File: src/rtl/inv_edge_counter.sv
// Inverter ring edge counter: synchronizes a looped-back pad signal, counts
// its rising edges over a selectable gate window and exposes the latched
// result one byte at a time.
module inv_edge_counter #(
    parameter int CNT_W       = 24,
    parameter int SYNC_STAGES = 2
) (
    input  logic       clk,
    input  logic       rst_n,
    input  logic       ena,
    input  logic       sig_in,
    input  logic       start,
    input  logic [1:0] gate_sel,
    input  logic [1:0] byte_sel,
    output logic       busy,
    output logic       done,
    output logic [7:0] count_byte
);

    typedef enum logic [1:0] {
        S_IDLE,
        S_ARM,
        S_GATE,
        S_DONE
    } state_t;

    state_t                   r_state;
    logic [SYNC_STAGES-1:0]   r_sync;
    logic                     r_sync_dly;
    logic [1:0]               r_gate_sel;
    logic [13:0]              r_timer;
    logic [CNT_W-1:0]         r_cnt;
    logic                     r_ovf;
    logic [CNT_W-1:0]         r_result;
    logic                     r_result_ovf;
    logic                     r_busy;
    logic                     r_done;
    logic [7:0]               r_count_byte;

    logic                     w_edge;
    logic                     w_inc;
    logic [CNT_W-1:0]         w_cnt_nxt;
    logic                     w_ovf_nxt;
    logic [13:0]              w_gate_end;
    logic [23:0]              w_res_ext;

    assign busy       = r_busy;
    assign done       = r_done;
    assign count_byte = r_count_byte;

    // Synchronizer chain plus one delay flop for rising-edge detection
    always_ff @(posedge clk) begin
        if (!rst_n) begin
            r_sync     <= '0;
            r_sync_dly <= 1'b0;
        end else begin
            r_sync     <= {r_sync[SYNC_STAGES-2:0], sig_in};
            r_sync_dly <= r_sync[SYNC_STAGES-1];
        end
    end

    // Edge pulse, saturating next-count, and gate length decode
    always_comb begin
        w_edge    = r_sync[SYNC_STAGES-1] & ~r_sync_dly;
        w_inc     = (r_state == S_GATE) && w_edge;
        w_cnt_nxt = r_cnt;
        w_ovf_nxt = r_ovf;
        if (w_inc) begin
            if (&r_cnt) begin
                w_ovf_nxt = 1'b1;
            end else begin
                w_cnt_nxt = r_cnt + CNT_W'(1);
            end
        end
        case (r_gate_sel)
            2'd0:    w_gate_end = 14'd255;
            2'd1:    w_gate_end = 14'd1023;
            2'd2:    w_gate_end = 14'd4095;
            default: w_gate_end = 14'd16383;
        endcase
    end

    // Measurement FSM with counters, result latch and registered status
    always_ff @(posedge clk) begin
        if (!rst_n) begin
            r_state      <= S_IDLE;
            r_gate_sel   <= '0;
            r_timer      <= '0;
            r_cnt        <= '0;
            r_ovf        <= 1'b0;
            r_result     <= '0;
            r_result_ovf <= 1'b0;
            r_busy       <= 1'b0;
            r_done       <= 1'b0;
        end else begin
            case (r_state)
                S_IDLE, S_DONE: begin
                    if (start && ena) begin
                        r_state    <= S_ARM;
                        r_gate_sel <= gate_sel;
                        r_cnt      <= '0;
                        r_timer    <= '0;
                        r_busy     <= 1'b1;
                        r_done     <= 1'b0;
                    end
                end
                S_ARM: begin
                    if (!ena) begin
                        r_state <= S_IDLE;
                        r_busy  <= 1'b0;
                        r_done  <= 1'b0;
                    end else begin
                        r_state <= S_GATE;
                        r_cnt   <= '0;
                        r_ovf   <= 1'b0;
                        r_timer <= '0;
                    end
                end
                S_GATE: begin
                    if (!ena) begin
                        r_state <= S_IDLE;
                        r_busy  <= 1'b0;
                        r_done  <= 1'b0;
                    end else begin
                        r_cnt <= w_cnt_nxt;
                        r_ovf <= w_ovf_nxt;
                        // Result takes the post-increment value so an edge in
                        // the final gate cycle is still counted.
                        if (r_timer == w_gate_end) begin
                            r_state      <= S_DONE;
                            r_result     <= w_cnt_nxt;
                            r_result_ovf <= w_ovf_nxt;
                            r_busy       <= 1'b0;
                            r_done       <= 1'b1;
                        end else begin
                            r_timer <= r_timer + 14'd1;
                        end
                    end
                end
                default: begin
                    r_state <= S_IDLE;
                    r_busy  <= 1'b0;
                    r_done  <= 1'b0;
                end
            endcase
        end
    end

    // Zero-extend the result so unused upper bytes read as zero
    always_comb begin
        w_res_ext              = '0;
        w_res_ext[CNT_W-1:0]   = r_result;
    end

    // Registered byte readout, valid in every state
    always_ff @(posedge clk) begin
        if (!rst_n) begin
            r_count_byte <= '0;
        end else begin
            case (byte_sel)
                2'd0:    r_count_byte <= w_res_ext[7:0];
                2'd1:    r_count_byte <= w_res_ext[15:8];
                2'd2:    r_count_byte <= w_res_ext[23:16];
                default: r_count_byte <= {7'b0, r_result_ovf};
            endcase
        end
    end

endmodule

File: config.mk
export PLATFORM = sky130hd
export DESIGN_NAME = inv_edge_counter
export DESIGN_NICKNAME = d
export VERILOG_FILES = /design/src/rtl/inv_edge_counter.sv
export SDC_FILE = /design/constraint.sdc
export NUM_CORES = 1
export LEC_CHECK = 0
export ABC_CLOCK_PERIOD_IN_PS = 6100
export CAP_MARGIN = 20
export CORE_MARGIN = 2
export CORE_UTILIZATION = 60
export DETAILED_ROUTE_END_ITERATION = 8
export GPL_ROUTABILITY_DRIVEN = 0
export PLACE_DENSITY = 0.86
export SYNTH_ARGS = -nofsm -noshare
export SYNTH_HDL_FRONTEND = slang
export SYNTH_SLANG_ARGS = --single-unit
export TNS_END_PERCENT = 30
File: constraint.sdc
create_clock -name clk -period 6.1 [get_ports clk]
set_input_delay 1.22 -clock clk [delete_from_list [all_inputs] [get_ports clk]]
set_output_delay 1.22 -clock clk [all_outputs]
set_load 0.03 [all_outputs]
After elaboration in Yosys (flattened, before gate mapping)

Index checks and enable logic that the tools add are counted.
Widths: inputs -> output; s select.

Output and inout bits: 10
Bits in registers: 81
Input bits: 9
Word-level logic and storage cells: 77

Muxes and demuxes: 32
Bitwise operators: 2
Eq/ne operators: 14
Reductions and logical operators: 15
$add $sub $neg: 2

Operators with widths:

| cell                  | count |
|---|---|
| $mux 24               | 5 |
| $pmux 14 s3           | 2 |
| $pmux 24 s3           | 1 |
| $mux 14               | 4 |
| $add 24x1->24 const B | 1 |
| $pmux 8 s3            | 1 |
| $reduce_and 24->1     | 1 |
| $add 14x1->14 const B | 1 |
| $eq 14x14->1          | 1 |
| $reduce_and 3->1      | 4 |
| $mux 1                | 11 |
| $ne 2x2->1 const B    | 5 |
| $eq 2x2->1 const B    | 4 |
| $mux 2                | 4 |
| $eq 2x1->1 const B    | 3 |
| $logic_not 2->1       | 3 |
| $pmux 1 s3            | 2 |
| $pmux 2 s3            | 1 |
| $reduce_and 2->1      | 2 |
| $reduce_and 4->1      | 1 |
| $ne 3x2->1 const B    | 1 |
| $logic_and 1x1->1     | 2 |
| $pmux 1 s2            | 1 |
| $reduce_bool 2->1     | 1 |
| 3 further kinds       | 3 |

Logic depth before layout (Yosys ltp)

Depth after elaboration: 6
Depth in mapped cells: 11
Gate-level depth less buffers: 7

Worst setup path after synthesis

No wires, ideal clock.

Path kind: input-to-reg
Start: input port ena
End: register r_cnt[17]
Arrival: 2660 ps
Required time: 6026 ps
Path slack: 3366 ps
Library setup time: 74 ps
Path buffers: 3
Stages: 8
Cells stage by stage: buf_2 and2_1 clkbuf_1 o21ai_0 nor2_1 clkbuf_1 a41oi_1 a31oi_1

Longest elaborated chain between the ends: 3
Elaborated cells on any way between the ends: 5
Those cells by class: eq/ne: 3; reduce/logical: 2

RTL lines:

| element                      | RTL line | source |
|---|---|---|
| from (decl)                  | 10       | `input logic ena,` |
| $logic_and 1x1->1            | 98       | `if (start && ena) begin` |
| $ne 2x2->1 (no line)         | -        |  |
| $reduce_and 3->1 (no line) * | -        |  |
| to (signal assigned)         | 125      | `r_cnt <= w_cnt_nxt;` |
| to (decl)                    | 32       | `logic [CNT_W-1:0] r_cnt;` |

Every way passes the cells marked *; elsewhere a longest branch is shown, timed or not.
A chain may end at the register's enable or synchronous reset.

Worst setup path in the final report

Start: input port ena
End: register r_cnt[21]

The elaborated chain is that of the path after synthesis.

==> metrics.md <==
| Metric | Value |
|---|---|
| Outcome | `completed` |
| Hold path depth | `1` |
| First-pass GRT wire length | `17.64 mm` |
| Hold Fails Final Rpt | `0` |
| Post-synthesis compound-gate area fraction | `27.16%` |
| Hold_buf cts | `0` |
| Buf+Inv Stages, Crit Path | `1` |
| Hold EP | `r_sync[1]` |
| HP Class | `flip-flop to flip-flop` |
| Worst path arrival time | `3.87 ns` |
| Overall die area | `7825 um^2` |
| Syn-to-layout area delta | `8.945%` |
| Worst Max-Slew Pin Slew | `0.9033 ns` |
| Unrepaired setup endpoints after global routing | `no` |
| Vias after detailed routing | `4,048` |
| Syn nets | `517` |
| Pint | `0.0008008 W` |
| I/O pins | `19` |
| Clk pwr share | `41.4%` |
| CP endpoint kind | `flip-flop` |
| Clock latency on the worst-skew pair | `0.37 ns` |
| Grt peak-use layer | `met2` |
| TritonCTS Buffers | `9` |
| Pwr dens | `231.4 nW/um^2` |
| Peak supply drop | `0.1988 mV` |
| Grt ovf | `0` |
| DIE HEIGHT | `88.46 um` |
| FF-to-FF path depth | `7` |
| Hold Path Origin | `r_sync[0]` |
| Routed vias/inst | `6.724` |
| Max Clk Rate | `280.8 MHz` |
| Flops & latches, synth | `81` |
| Flop-to-flop setup slack | `3.28 ns` |
| Die Width | `88.46 um` |
| Sequential share of power | `49.8%` |
| Number of synthesized flops with an enable pin | `0` |
| Setup tns final | `0 ns` |
| Nets | `514` |
| Clock period minus worst slack | `3.562 ns` |
| H-tree depth | `3` |
| Worst reg2reg startpoint | `r_state[0]` |
| Post-Synthesis Cells | `504` |
| Antenna viol nets, final | `0` |
| Grt met1 use | `37.67%` |
| DRC violation total after the first TritonRoute iteration | `480` |
| R2R Path End | `r_cnt[21]` |
| CP cell instances | `clkdlybuf4s50_1 -> o21ba_1 -> nand2b_1 -> nand2_1 -> o21ai_0 -> a22o_1` |
| Rows | `30` |
| N_diodes | `0` |
| Met2 Use GR | `47.16%` |
| Slew Limit Fails | `0` |
| # DRC | `0` |
| Post-CTS sizing | `0` |
| Switch Pwr | `0.0002780 W` |
| Detailed-placement wirelength estimate | `7.205 mm` |
| Sequential area share after synthesis | `37.88%` |
| Synth Area per Inst | `8.493 um^2` |
| CTS tree | `built` |
| Simple-Gate Fraction of Synth Area | `22.04%` |
| Non-Filler Instances | `602` |
| Critical Path Slowest Stage Cell | `nand2b_1` |
| Core area | `6832 um^2` |
| Adder-Cell Fraction of Synth Area | `1.169%` |
| Clock Skew | `0.01187 ns` |
| Endpoints failing setup | `0` |
| Tcrit/Tclk final | `58.39%` |
| Postcts setup bufs | `0` |
| Max Root-Sink Buffers | `2` |
| Mapped Area | `4280 um^2` |
| Slew HR | `39.78%` |
| Fraction of layout cells with a size suffix above 1 | `9.091%` |
| Nature of the critical path startpoint | `primary input` |
| Worst setup path class | `primary input to flip-flop` |
| Fill cells | `553` |
| Critical path data required time | `6.41 ns` |
| Vias in the first global route | `3,613` |
| Switch share | `25.77%` |
| Drt wl/cell | `18.12 um` |
| Ys flop type | `dfxtp_1` |
| Placed instance count | `586` |
| Sequential cell area | `1622 um^2` |
| Tot GR Track Use | `29.33%` |
| Max_cap viols | `0` |
| Footprint of the multi-input gates | `2451 um^2` |
| Routed wire length | `10.91 mm` |
| Most frequent cells in the layout | `81 x dfxtp_1, 51 x a21oi_1, 42 x o21ai_0` |
| DRT Pass-1 Iters | `5` |
| Post-synthesis xor/xnor area fraction | `2.865%` |
| CTS Sinks | `81` |
| Largest net degree at the start of global routing | `44` |
| Final core occ | `68.26%` |
| Logic pwr share | `8.8%` |
| Worst-path clk slew | `0.08 ns` |
| Mux cell area share after synthesis | `4.034%` |
| Largest family of logic cells by synthesized area | `compound AO/OA/AOI/OAI gates` |
| IO buf count | `18` |
| CP Max Fanout | `29` |
| Initial antenna violation count | `0` |
| Met3 usage | `7.556%` |
| Async SR Flop Fraction | `0%` |
| CTS root buffer | `clkbuf_8` |
| Synth cell types | `65` |
| Pleak | `1.534 nW` |
| Starting Density | `62.66%` |
| Critical path's largest stage delay | `0.70 ns` |
| Ys Warns | `0` |
| Most common cell after layout, fill and taps aside | `dfxtp_1` |
| Worst path top cell family by delay | `simple AND/OR/NAND/NOR gates` |
[flip-flops by register name, indices dropped and copies added, names as in the netlist]
signal / count
count_byte: 8
r_ovf: 1
r_result_ovf: 1
r_sync_dly: 1
r_result: 24
r_timer: 14
r_sync: 2
r_cnt: 24
r_gate_sel: 2
r_state: 2
done: 1
busy: 1
[cells by family after synthesis]
kind of cell,Yosys count
xor+xnor,14
mux,16
flops,81
buf+inv,44
compound gates,178
simple gates,167
fa+ha+maj,4
[power by group through the flow]
stage	clock network (W)	logic [W]	registers, W
2_1_floorplan	0	0.0000649	0.000552
3_3_place_gp	0	0.0000878	0.000549
3_5_place_dp	0	0.0000923	0.000549
4_1_cts	0.000450	0.0000929	0.000537
5_1_grt	0.000475	0.000102	0.000538
6_report	0.000447	0.0000951	0.000537
[metal layers]
layer  share of wire [%]  vias to the layer above
li1                    -                     1889
met1                  42                     1911
met2                  47                      213
met3                 7.8                       35
met4                 3.3                        0
met5                   0                        -
[cell usage after synthesis, types with 7 or more instances]
library cell	n	area share, %
nor2_1	39	3.4
nand2_1	37	3.2
o21ai_0	42	4.9
xnor2_1	11	2.3
a21oi_1	51	6.0
a31oi_1	14	2.0
o211ai_1	7	1.2
or3_1	7	1.0
nand4_1	9	1.3
and2_1	7	1.0
nor4_1	7	1.0
nand3_1	17	2.0
o31ai_1	10	1.8
dfxtp_1	81	38
buf_2	16	1.9
mux2i_1	15	3.5
or4_1	12	2.1
clkbuf_1	16	1.4
[through the flow]
step / area (um^2) / power, W / worst slack (ns) / hold WS (ns)
6_report: 4663 / 0.001079 / 2.538 / 0.4409
3_5_place_dp: 4437 / 0.0006418 / 2.239 / 0.4208
4_1_cts: 4663 / 0.001080 / 2.592 / 0.4425
3_3_place_gp: 4429 / 0.0006368 / 1.953 / 0.4191
2_1_floorplan: 4280 / 0.0006167 / 3.366 / 0.4119
5_1_grt: 4663 / 0.001114 / 2.360 / 0.4624
[area by class of cell]
class	instances	area share, %
tap	96	2.576
clock buffer	9	2.656
timing repair buffer	23	4.669
sequential	81	34.77
clock inverter	7	2.200
multi-input combinational	379	52.56
inverter	7	0.5635
[how the worst max path moves through the flow]
stage               start          end  slack [ns]  depth (start not counted)
floorplan             ena    r_cnt[17]        3.37                          8
global placement      ena  r_timer[10]        1.95                          6
finish                ena    r_cnt[21]        2.54                          6
CTS                   ena    r_cnt[22]        2.59                          6
global route          ena     r_cnt[3]        2.36                          6
detailed placement    ena    r_cnt[22]        2.24                          6
Power figures use the tool's default switching activity.
